[src/rtl/lnrv_icb2apb.sv]
// ICB-slave to APB-master bridge.
// Each accepted ICB command becomes exactly one APB3/APB4 transfer followed by
// exactly one ICB response. Only one transfer is in flight at a time. An
// optional wait-cycle guard aborts an access whose pready never arrives.
module lnrv_icb2apb #(
  parameter int P_ADDR_WIDTH = 32,
  parameter int P_DATA_WIDTH = 32,
  parameter int P_TIMEOUT    = 256
) (
  input  logic                      clk,
  input  logic                      reset,

  // ICB command channel
  input  logic                      icb_cmd_vld,
  output logic                      icb_cmd_rdy,
  input  logic                      icb_cmd_write,
  input  logic [P_ADDR_WIDTH-1:0]   icb_cmd_addr,
  input  logic [P_DATA_WIDTH-1:0]   icb_cmd_wdata,
  input  logic [P_DATA_WIDTH/8-1:0] icb_cmd_wstrb,

  // ICB response channel
  output logic                      icb_rsp_vld,
  input  logic                      icb_rsp_rdy,
  output logic                      icb_rsp_err,
  output logic [P_DATA_WIDTH-1:0]   icb_rsp_rdata,

  // APB master
  output logic                      apb_psel,
  output logic                      apb_penable,
  output logic                      apb_pwrite,
  output logic [P_ADDR_WIDTH-1:0]   apb_paddr,
  output logic [P_DATA_WIDTH-1:0]   apb_pwdata,
  output logic [P_DATA_WIDTH/8-1:0] apb_pstrb,
  output logic [2:0]                apb_pprot,
  input  logic                      apb_pready,
  input  logic [P_DATA_WIDTH-1:0]   apb_prdata,
  input  logic                      apb_pslverr
);

  // The guard counter must hold the value P_TIMEOUT; keep at least one bit so
  // the declaration stays legal when the guard is disabled.
  localparam bit TIMEOUT_EN = (P_TIMEOUT > 0);
  localparam int CNT_W      = TIMEOUT_EN ? $clog2(P_TIMEOUT + 1) : 1;
  localparam logic [CNT_W-1:0] CNT_LIMIT = TIMEOUT_EN ? CNT_W'(P_TIMEOUT - 1) : '0;

  typedef enum logic [1:0] {
    IDLE   = 2'd0,
    SETUP  = 2'd1,
    ACCESS = 2'd2,
    RSP    = 2'd3
  } state_t;

  state_t           state;
  logic [CNT_W-1:0] wait_cnt;
  logic             timeout_hit;

  // Protection attributes are fixed: normal, secure, data access.
  assign apb_pprot = 3'b000;

  // Abort condition: the last permitted ACCESS cycle without pready.
  assign timeout_hit = TIMEOUT_EN && (wait_cnt == CNT_LIMIT);

  // Bridge FSM; every output is registered here so APB and ICB see glitch-free signals.
  // NOTE: all state here is updated with non-blocking assignments so every branch
  // reads the pre-edge values; blocking writes would make the result order-dependent.
  always_ff @(posedge clk or posedge reset) begin
    if (reset) begin
      state         <= IDLE;
      wait_cnt      <= '0;
      icb_cmd_rdy   <= 1'b0;
      icb_rsp_vld   <= 1'b0;
      icb_rsp_err   <= 1'b0;
      icb_rsp_rdata <= '0;
      apb_psel      <= 1'b0;
      apb_penable   <= 1'b0;
      apb_pwrite    <= 1'b0;
      apb_paddr     <= '0;
      apb_pwdata    <= '0;
      apb_pstrb     <= '0;
    end else begin
      case (state)
        IDLE: begin
          if (icb_cmd_vld && icb_cmd_rdy) begin
            // Capture the command straight into the APB output registers;
            // they stay frozen until the next acceptance.
            apb_pwrite  <= icb_cmd_write;
            apb_paddr   <= icb_cmd_addr;
            apb_pwdata  <= icb_cmd_wdata;
            apb_pstrb   <= icb_cmd_write ? icb_cmd_wstrb : '0;
            apb_psel    <= 1'b1;
            apb_penable <= 1'b0;
            icb_cmd_rdy <= 1'b0;
            wait_cnt    <= '0;
            state       <= SETUP;
          end else begin
            // Also raises ready on the first cycle after reset release.
            icb_cmd_rdy <= 1'b1;
          end
        end

        SETUP: begin
          apb_penable <= 1'b1;
          state       <= ACCESS;
        end

        ACCESS: begin
          if (apb_pready) begin
            // pready has priority over a simultaneous timeout.
            apb_psel      <= 1'b0;
            apb_penable   <= 1'b0;
            icb_rsp_vld   <= 1'b1;
            icb_rsp_err   <= apb_pslverr;
            icb_rsp_rdata <= (!apb_pwrite && !apb_pslverr) ? apb_prdata : '0;
            state         <= RSP;
          end else if (timeout_hit) begin
            apb_psel      <= 1'b0;
            apb_penable   <= 1'b0;
            icb_rsp_vld   <= 1'b1;
            icb_rsp_err   <= 1'b1;
            icb_rsp_rdata <= '0;
            state         <= RSP;
          end else if (TIMEOUT_EN) begin
            wait_cnt <= wait_cnt + 1'b1;
          end
        end

        RSP: begin
          // Raising ready together with the handshake keeps the 4-cycle cadence.
          if (icb_rsp_rdy) begin
            icb_rsp_vld <= 1'b0;
            icb_cmd_rdy <= 1'b1;
            state       <= IDLE;
          end
        end

        default: state <= IDLE;
      endcase
    end
  end

endmodule

[config.mk]
export PLATFORM = sky130hd
export DESIGN_NAME = lnrv_icb2apb
export DESIGN_NICKNAME = d
export VERILOG_FILES = /design/src/rtl/lnrv_icb2apb.sv
export SDC_FILE = /design/constraint.sdc
export NUM_CORES = 1
export LEC_CHECK = 0
export CAP_MARGIN = 20
export CORE_ASPECT_RATIO = 1.25
export CORE_MARGIN = 10
export CORE_UTILIZATION = 37
export DETAILED_ROUTE_END_ITERATION = 16
export PLACE_DENSITY = 0.76
export SETUP_SLACK_MARGIN = 0.02
export SYNTH_ARGS = -nofsm -noshare
export SYNTH_HDL_FRONTEND = slang
export SYNTH_SLANG_ARGS = --single-unit
[constraint.sdc]
create_clock -name clk -period 4.19 [get_ports clk]
set_input_delay 0.838 -clock clk [delete_from_list [all_inputs] [get_ports clk]]
set_output_delay 0.838 -clock clk [all_outputs]
set_load 0.01 [all_outputs]
==> results_dict.tcl, run 1 <==
set metrics [dict create \
    cts_sinks 117 \
    cp.arrival_ns 2.77 \
    cts.clk_slew.worst_paths_ns 0.05 \
    root_buffer "clkbuf_16" \
    cp_slowest_cell "dfrtp_1" \
    worstSetupEndpointType "flip-flop" \
    cp_max_fo 30 \
    track_usage_pct 15.7 \
    status "finished, final reports clean" \
    grt-ovfl-total 0 \
    yosysMostFrequentCell "dfrtp_1" \
    row_count 46 \
    antenna_found_initial 1 \
    dieArea_um2 17700 \
    tightestPinTransition_ns 0.889 \
    ys_seq_area_share_pct 62.2 \
    detail_route.wl_per_cell_um 18.9 \
    antenna_cells 0 \
    switching_share_pct 29.2 \
    worstPathCellList "ha_1 -> nand2_1 -> nor2_1 -> and3_1 -> ha_1 -> or2_0 -> nand2_1 -> buf_16 -> a22o_1" \
    grt_pass1_vias 3824 \
    slew_violations 0 \
    synth_seq_cells 117 \
    ant_nets 0 \
    grt_max_degree 75 \
    cts_buffer_depth 2 \
    initial_core_util_pct 37.5 \
    ys_warn_count 0 \
    hold_class "reg -> reg" \
    syn_to_final_growth_pct 63.1 \
    synth-edff-count 0 \
    dp.cells 697 \
    synth_area_um2 4700 \
    fmax_ghz 0.401 \
    drt_iter0_drc 187 \
    ys.flop_type "dfrtp_1" \
    clkPwrFrac_pct 27.5 \
    synthCells 334 \
    drc_errors 0 \
    hpwl_um 10700 \
    ys_top_cells_by_area "dfrtp_1 (62%), mux2_2 (16%), a22o_1 (6.0%)" \
    max_cap_viol_count 0 \
    post_synth_num_cell_types 39 \
    seqCellArea_um2 2930 \
    layout.nets 663 \
    ioPinCount 216 \
    cp.required_ns 4.46 \
    p_leak_nw 3.30 \
    skew_ns 0.00815 \
    rsz0062_at_grt "no" \
    internal-power_mw 4.34 \
    dr.pass1.iters 4 \
    post_cts_buffers 0 \
    worstSetupStartpointType "flip-flop" \
    clock_latency_ns 0.40 \
    final_layout_size_suffix_gt1_share_pct 20.1 \
    max_slew_margin_pct 40.7 \
    die_y_um 146 \
    pwr-share-comb_pct 40.0 \
    fillers 1010 \
    setup_viol 0 \
    hold_buffers 0 \
    p_per_area_nw_per_um2 800 \
    fin_crit_ns 2.50 \
    max_stage_delay_ns 0.41 \
    multi_input_area_um2 1620 \
    p_seq_share_pct 32.5 \
    hold_violations 0 \
    routed_via_density 4.79 \
    criticalPathCategory "reg -> reg" \
    synth_area_leader_cell "dfrtp_1" \
    post_cts_resized 0 \
    fp.dieW_um 121 \
    htreeDepth 4 \
    vias 3498 \
    syn_area_per_cell_um2 14.1 \
    fin_cells 730 \
    core_area_um2 12500 \
    ir_drop_uv 407 \
    gp_congestion 0.826 \
    grt_pass1_wl_um 21700 \
    tritoncts "built" \
    synth_top_area_share_pct 62.2 \
    p_switching_mw 1.80 \
    async_flop_share_pct 100 \
    finalSetupTns_ns 0 \
    wl_um 13800 \
    numCtsBuffers 17 \
    fin_crit_sh_pct 59.6 \
    yosys-top-cells-count "dfrtp_1 (117), mux2_2 (67), a22o_1 (32)" \
    io_buffers 212 \
]
## per-stage QoR
stage / instance area [µm²] / total power, mW / utilization, % / hold WS [ns] / setup WS, ns
finish: 7670 / 6.14 / 61.2 / 0.478 / 1.69
global route: 7670 / 6.49 / 61.2 / 0.511 / 1.55
CTS: 7650 / 6.22 / 60.9 / 0.484 / 1.23
detailed placement: 6950 / 4.50 / 55.4 / 0.472 / 1.11
global placement: 6950 / 4.40 / 55.4 / 0.464 / 1.22
floorplan: 4710 / 3.09 / - / 0.500 / 0.251
## sequential cells by signal, indices dropped and copies added, names as in the netlist
signal and flops:
apb_paddr 32, apb_penable 1, apb_psel 1, apb_pstrb 4, apb_pwdata 32, apb_pwrite 1
icb_cmd_rdy 1, icb_rsp_err 1, icb_rsp_rdata 32, icb_rsp_vld 1, state 2, wait_cnt 9
## final cells by class
type,instances,area share (%)
clock buffers,18,5.59
clock inverters,14,3.54
inverters,8,0.424
multi-input cells,189,21.1
flip-flops and latches,117,38.2
well taps,168,2.74
repair buffers,216,28.5
## cells by family (layout without fill, tap and decap cells)
logic type | Yosys count | count (layout) | synth area share [%]
compound gates | 63 | 63 | 10.4
xor+xnor | 2 | 2 | 0.372
fa+ha+maj | 7 | 7 | 1.86
mux | 69 | 69 | 16.5
buf+inv | 30 | 256 | 3.86
flops | 117 | 117 | 62.2
other cells | 1 | 3 | 0.0797
simple gates | 45 | 45 | 4.73
## critical path, delay by kind of cell (launching register included)
| family | cells | cell delay (ns) |
|---|---|---|
| DFF | 1 | 0.41 |
| and+or+nand+nor | 5 | 1.07 |
| AOI/OAI and AO/OA | 1 | 0.25 |
| adders and majority gates | 2 | 0.40 |
| buffers and inverters | 1 | 0.23 |
## metal layers
layer,global-route usage (%),up-vias,wire length (µm)
li1,-,1628,-
met1,16.1,1732,5060
met2,28.4,123,7570
met3,5.79,13,930
met4,5.44,2,212
met5,0,-,13
## path summary, 6_finish.rpt
check | start | cells after the start | slack, ns | end
max reg2reg | wait_cnt[0]$_DFFE_PP0P_ | 9 | 1.69 | icb_rsp_rdata[21]$_DFFE_PP0P_
max in group asynchronous | reset | 3 | 2.44 | icb_rsp_rdata[29]$_DFFE_PP0P_
min | apb_pstrb[3]$_DFFE_PP0P_ | 2 | 0.48 | apb_pstrb[3]$_DFFE_PP0P_
max | wait_cnt[0]$_DFFE_PP0P_ | 9 | 1.69 | icb_rsp_rdata[21]$_DFFE_PP0P_
min in group asynchronous | reset | 2 | 0.96 | apb_pwdata[20]$_DFFE_PP0P_
min reg2reg | apb_pstrb[3]$_DFFE_PP0P_ | 2 | 0.48 | apb_pstrb[3]$_DFFE_PP0P_
## cell usage in the layout (no fill, tap or decap), types with 2 or more instances in the layout
| cell type | instances |
|---|---|
| nand3_1 | 5 |
| ha_1 | 7 |
| nor2_1 | 11 |
| clkdlybuf4s50_1 | 212 |
| inv_1 | 7 |
| a21oi_1 | 5 |
| dfrtp_1 | 117 |
| buf_4 | 2 |
| conb_1 | 3 |
| inv_6 | 3 |
| a31oi_1 | 2 |
| clkinv_4 | 4 |
| xnor2_1 | 2 |
| nand2_1 | 18 |
| a22o_1 | 32 |
| bufinv_16 | 7 |
| mux2i_1 | 2 |
| mux2_2 | 67 |
| clkbuf_16 | 17 |
| a31o_2 | 2 |
| o21ai_0 | 13 |
## power groups by stage
stage / combinational, mW / clock, mW / sequential, mW
after floorplan: 0.878 / 0 / 2.21
after global placement: 2.42 / 0 / 1.98
after detailed placement: 2.49 / 0 / 2.01
after CTS: 2.49 / 1.73 / 2.00
after global routing: 2.63 / 1.79 / 2.07
final: 2.45 / 1.69 / 1.99
No activity file was read; power rests on OpenSTA's default activity.
==> inputs of run 2 (changes only) <==
==> constraint.sdc (replaced) <==
create_clock -name clk -period 2.15 [get_ports clk]
set_input_delay 0.43 -clock clk [delete_from_list [all_inputs] [get_ports clk]]
set_output_delay 0.43 -clock clk [all_outputs]
set_load 0.01 [all_outputs]
==> results_dict.tcl, run 2 (synthesized netlist as in run 1, its figures left out) <==
set metrics [dict create \
    status "finished, final reports clean" \
    core_area_um2 12500 \
    htreeDepth 4 \
    worstSetupEndpointType "flip-flop" \
    detail_route.wl_per_cell_um 19.8 \
    p_leak_nw 3.33 \
    use_met3_pct 6.10 \
    final_common_cell "clkdlybuf4s50_1" \
    row_count 46 \
    met1_usage_pct 16.8 \
    ir_drop_uv 837 \
    fmax_ghz 0.473 \
    r2r_end "wait_cnt[5]$_DFFE_PP0P_" \
    grt_pass1_wl_um 22800 \
    reg_top3 "apb_paddr x32, apb_pwdata x32, icb_rsp_rdata x32" \
    numCtsBuffers 17 \
    busiest_layer "met2" \
    tritoncts "built" \
    vias 3598 \
    worstHoldPathCells 2 \
    gp_congestion 0.846 \
    root_buffer "clkbuf_16" \
    cts_buffer_depth 2 \
    rr_startpoint "wait_cnt[1]$_DFFE_PP0P_" \
    hpwl_um 11100 \
    cp.required_ns 2.43 \
    max_cap_viol_count 0 \
    grt_max_degree 66 \
    grt_util_met2_pct 30.7 \
    syn_to_final_growth_pct 65.3 \
    wl_um 14700 \
    r2r_cells 9 \
    dieArea_um2 17700 \
    r2r_setup_slack_ns 0.04 \
    ant_nets 0 \
    worstSetupStartpointType "flip-flop" \
    fin_area_um2 7780 \
    cts_sinks 117 \
    fin_crit_sh_pct 98.3 \
    cts.clk_slew.worst_paths_ns 0.06 \
    antenna_found_initial 0 \
    fp.dieW_um 121 \
    rsz0062_at_grt "yes" \
    routed_via_density 4.83 \
    criticalPathCategory "reg -> reg" \
    fin_util_pct 62.0 \
    antenna_cells 0 \
    dr.pass1.iters 4 \
    hold_buffers 0 \
    hold_violations 0 \
    final_layout_size_suffix_gt1_share_pct 23.4 \
    initial_core_util_pct 37.5 \
    hold_class "reg -> reg" \
    fin_crit_ns 2.11 \
    io_buffers 212 \
    slew_violations 0 \
    grt-ovfl-total 0 \
    layout.nets 678 \
    layout_common_cells "clkdlybuf4s50_1 (212), dfrtp_1 (117), mux2_2 (67)" \
    grt_pass1_vias 3914 \
    drc_errors 0 \
    skew_ns 0.00920 \
    cp.arrival_ns 2.39 \
    track_usage_pct 16.6 \
    whs_endpoint "apb_pstrb[3]$_DFFE_PP0P_" \
    cp_max_fo 4 \
    hold_start "apb_pstrb[3]$_DFFE_PP0P_" \
    drt_iter0_drc 114 \
    p_per_area_nw_per_um2 1510 \
    clock_latency_ns 0.40 \
    ioPinCount 216 \
    whs_ns 0.483 \
    place_area_um2 7080 \
    setup_viol 0 \
    die_y_um 146 \
]
run 2: cell types whose count changed in the layout (fill, tap and decap cells not counted), moves of 2 or more:
cell | before | now
clkinvlp_4 | 0 | 3
buf_12 | 1 | 5
ha_1 | 7 | 5
clkinv_2 | 0 | 2
buf_4 | 2 | 14
bufinv_16 | 7 | 3
run 2: stage by stage:
step                      power [mW]  std cells  setup TNS, ns  setup slack [ns]
final                           11.7        745              0            0.0363
after floorplan                 6.01        336              0            0.0276
after CTS                       11.8        740              0            0.0123
after detailed placement        8.89        708         -0.134           -0.0730
after global routing            12.4        745         -0.120           -0.0420
after global placement          8.70        708              0            0.0258
run 2: how the worst max path moves through the flow:
stage	start	end	slack [ns]	cells past startpoint
6_report	wait_cnt[1]$_DFFE_PP0P_	wait_cnt[5]$_DFFE_PP0P_	0.04	9
2_1_floorplan	wait_cnt[0]$_DFFE_PP0P_	wait_cnt[5]$_DFFE_PP0P_	0.03	9
5_1_grt	wait_cnt[1]$_DFFE_PP0P_	wait_cnt[3]$_DFFE_PP0P_	-0.04	10
3_5_place_dp	wait_cnt[1]$_DFFE_PP0P_	state[1]$_DFFE_PP0P_	-0.07	9
4_1_cts	wait_cnt[1]$_DFFE_PP0P_	state[1]$_DFFE_PP0P_	0.01	9
3_3_place_gp	wait_cnt[1]$_DFFE_PP0P_	wait_cnt[7]$_DFFE_PP0P_	0.03	9
run 2: worst max-delay path, cell delays in order (launching register included):
cell	delay, ns
dfrtp_1	0.40
ha_2	0.21
nand2_2	0.09
nor2_4	0.04
and3_4	0.15
ha_4	0.16
o21a_4	0.24
nor4_4	0.37
a31oi_1	0.14
a41o_1	0.22
run 2: power breakdown:
part | internal [mW] | switching (mW)
registers | 3.27 | 0.617
logic | 3.00 | 1.98
clock network | 1.83 | 1.04
run 2: final cells by class:
cell class / instances / area (µm²)
Sequential cell: 117 / 2930
Clock inverter: 14 / 176
Clock buffer: 18 / 429
Inverter: 8 / 33.8
Multi-Input combinational cell: 189 / 1670
Timing Repair Buffer: 231 / 2330
Tap cell: 168 / 210
Fill cell: 1002 / 4770
run 2: timing repair:
| action | in CTS | in global routing |
|---|---|---|
| gates resized for setup | 1 | 12 |
| setup buffers | 0 | 5 |
| pin swaps | 1 | 8 |
| setup endpoints to repair | 36 | 40 |
| endpoints found under the hold margin | 0 | 0 |
| gates cloned | 0 | 0 |
run 2: per-layer routing:
layer  vias to the layer above  wire [µm]
met3                        17       1000
li1                       1657          -
met5                         -          0
met2                       127       8210
met1                      1797       5270
met4                         0        239
==> inputs of run 3 (changes only) <==
--- a/config.mk
+++ b/config.mk
@@ -8,9 +8,10 @@
 export CAP_MARGIN = 20
 export CORE_ASPECT_RATIO = 1.25
 export CORE_MARGIN = 10
-export CORE_UTILIZATION = 37
+export CORE_UTILIZATION = 39
+export CTS_BUF_LIST = sky130_fd_sc_hd__clkbuf_8
 export DETAILED_ROUTE_END_ITERATION = 16
-export PLACE_DENSITY = 0.76
+export PLACE_DENSITY = 0.79
 export SETUP_SLACK_MARGIN = 0.02
 export SYNTH_ARGS = -nofsm -noshare
 export SYNTH_HDL_FRONTEND = slang
==> results_dict.tcl, run 3 (synthesized netlist as in run 1, its figures left out) <==
set metrics [dict create \
    worstHoldPathCells 2 \
    r2r_setup_slack_ns 0.03 \
    fmax_ghz 0.471 \
    detail_route.wl_per_cell_um 19.1 \
    antenna_cells 0 \
    hold_buffers 0 \
    max_cap_viol_count 0 \
    die_y_um 143 \
    layout_common_cells "clkdlybuf4s50_1 (212), dfrtp_1 (117), mux2_2 (67)" \
    numCtsBuffers 17 \
    ioPinCount 216 \
    cts_sinks 117 \
    grt_pass1_vias 3765 \
    seqCellArea_um2 2930 \
    reg_top3 "apb_paddr x32, apb_pwdata x32, icb_rsp_rdata x32" \
    r2r_end "wait_cnt[5]$_DFFE_PP0P_" \
    routed_via_density 4.92 \
    track_usage_pct 16.1 \
    initial_core_util_pct 40.1 \
    antenna_found_initial 0 \
    tritoncts "built" \
    ant_nets 0 \
    grt-ovfl-total 0 \
    slew_violations 0 \
    syn_to_final_growth_pct 58.2 \
    layout.nets 673 \
    setup_viol 0 \
    vias 3593 \
    skew_ns 0.0110 \
    fin_util_pct 63.5 \
    row_count 44 \
    worstSetupStartpointType "flip-flop" \
    final_layout_size_suffix_gt1_share_pct 22.1 \
    fp.dieW_um 118 \
    drc_errors 0 \
    criticalPathCategory "reg -> reg" \
    root_buffer "clkbuf_8" \
    fin_crit_ns 2.12 \
    hold_start "apb_pstrb[3]$_DFFE_PP0P_" \
    fin_crit_sh_pct 98.8 \
    whs_ns 0.497 \
    wl_um 13900 \
    rsz0062_at_grt "yes" \
    htreeDepth 4 \
    tightestPinTransition_ns 0.637 \
    cp.required_ns 2.44 \
    cp.arrival_ns 2.42 \
    multi_input_area_um2 1640 \
    drt_iter0_drc 210 \
    r2r_cells 9 \
    status "finished, final reports clean" \
    grt_max_degree 118 \
    fillers 940 \
    max_slew_margin_pct 57.6 \
    p_leak_nw 3.20 \
    rr_startpoint "wait_cnt[1]$_DFFE_PP0P_" \
    final_common_cell "clkdlybuf4s50_1" \
    dieArea_um2 16900 \
    hold_violations 0 \
    whs_endpoint "apb_pstrb[3]$_DFFE_PP0P_" \
    worstSetupEndpointType "flip-flop" \
    gp_congestion 0.825 \
    core_area_um2 11700 \
    hpwl_um 10700 \
    clock_latency_ns 0.41 \
    cts_buffer_depth 2 \
    hold_class "reg -> reg" \
    io_buffers 212 \
    cp_max_fo 5 \
    ir_drop_uv 737 \
    grt_pass1_wl_um 21400 \
    p_per_area_nw_per_um2 1420 \
    dr.pass1.iters 4 \
    cts.clk_slew.worst_paths_ns 0.07 \
]
==> run 3: how the worst max path moves through the flow <==
stage | cells past startpoint | slack, ns | to | startpoint
after floorplan | 9 | 0.03 | wait_cnt[5]$_DFFE_PP0P_ | wait_cnt[0]$_DFFE_PP0P_
after global placement | 9 | 0.03 | wait_cnt[5]$_DFFE_PP0P_ | wait_cnt[1]$_DFFE_PP0P_
after detailed placement | 9 | -0.06 | state[1]$_DFFE_PP0P_ | wait_cnt[1]$_DFFE_PP0P_
after CTS | 9 | 0.02 | state[1]$_DFFE_PP0P_ | wait_cnt[1]$_DFFE_PP0P_
after global routing | 9 | -0.07 | wait_cnt[5]$_DFFE_PP0P_ | wait_cnt[1]$_DFFE_PP0P_
final | 9 | 0.03 | wait_cnt[5]$_DFFE_PP0P_ | wait_cnt[1]$_DFFE_PP0P_
==> run 3: stage by stage <==
step / setup slack, ns / power, mW / area (µm²) / setup TNS [ns] / std cells
floorplan: 0.0276 / 6.01 / 4720 / 0 / 336
global placement: 0.0309 / 8.67 / 7040 / 0 / 698
detailed placement: -0.0569 / 8.86 / 7040 / -0.0909 / 698
CTS: 0.0184 / 10.7 / 7400 / 0 / 728
global route: -0.0724 / 11.2 / 7440 / -0.199 / 731
finish: 0.0256 / 10.6 / 7440 / 0 / 731
==> run 3: worst max-delay path: stages (launching register included) <==
cell and delay (ns):
dfrtp_1 0.40, ha_2 0.20, nand2_2 0.06, nor2_2 0.04, and3_1 0.15, ha_2 0.18, o21a_4 0.24, nor4_4 0.38
a31oi_1 0.13, a41o_1 0.22
==> run 3: layout make-up <==
class                   instances  share of cell area (%)
flip-flops and latches        117                    39.3
repair buffers                226                    30.6
multi-input cells             189                    22.0
clock buffers                  20                    3.70
well taps                     161                    2.71
clock inverters                10                    1.14
inverters                       8                   0.454
==> run 3: what timing repair did <==
action                                  in CTS  in global routing
buffers inserted                             0                  3
endpoints found under the setup margin       6                 41
hold endpoints to repair                     0                  0
pin swaps                                    1                  7
gates resized for setup                      1                  7
==> run 3: power by group <==
part           leakage [nW]  internal [mW]  switching (mW)  total [mW]
Sequential             1.46           3.27           0.607        3.87
Clock                 0.189          0.981           0.839        1.82
Combinational          1.55           2.94            1.94        4.88
Total                  3.20           7.19            3.38        10.6
==> run 3: layer usage <==
metal	track usage, %	vias up	routed length (µm)
met4	4.95	0	194
met2	29.5	140	7780
li1	-	1640	-
met5	0	-	0
met1	17.1	1799	5170
met3	5.17	14	806
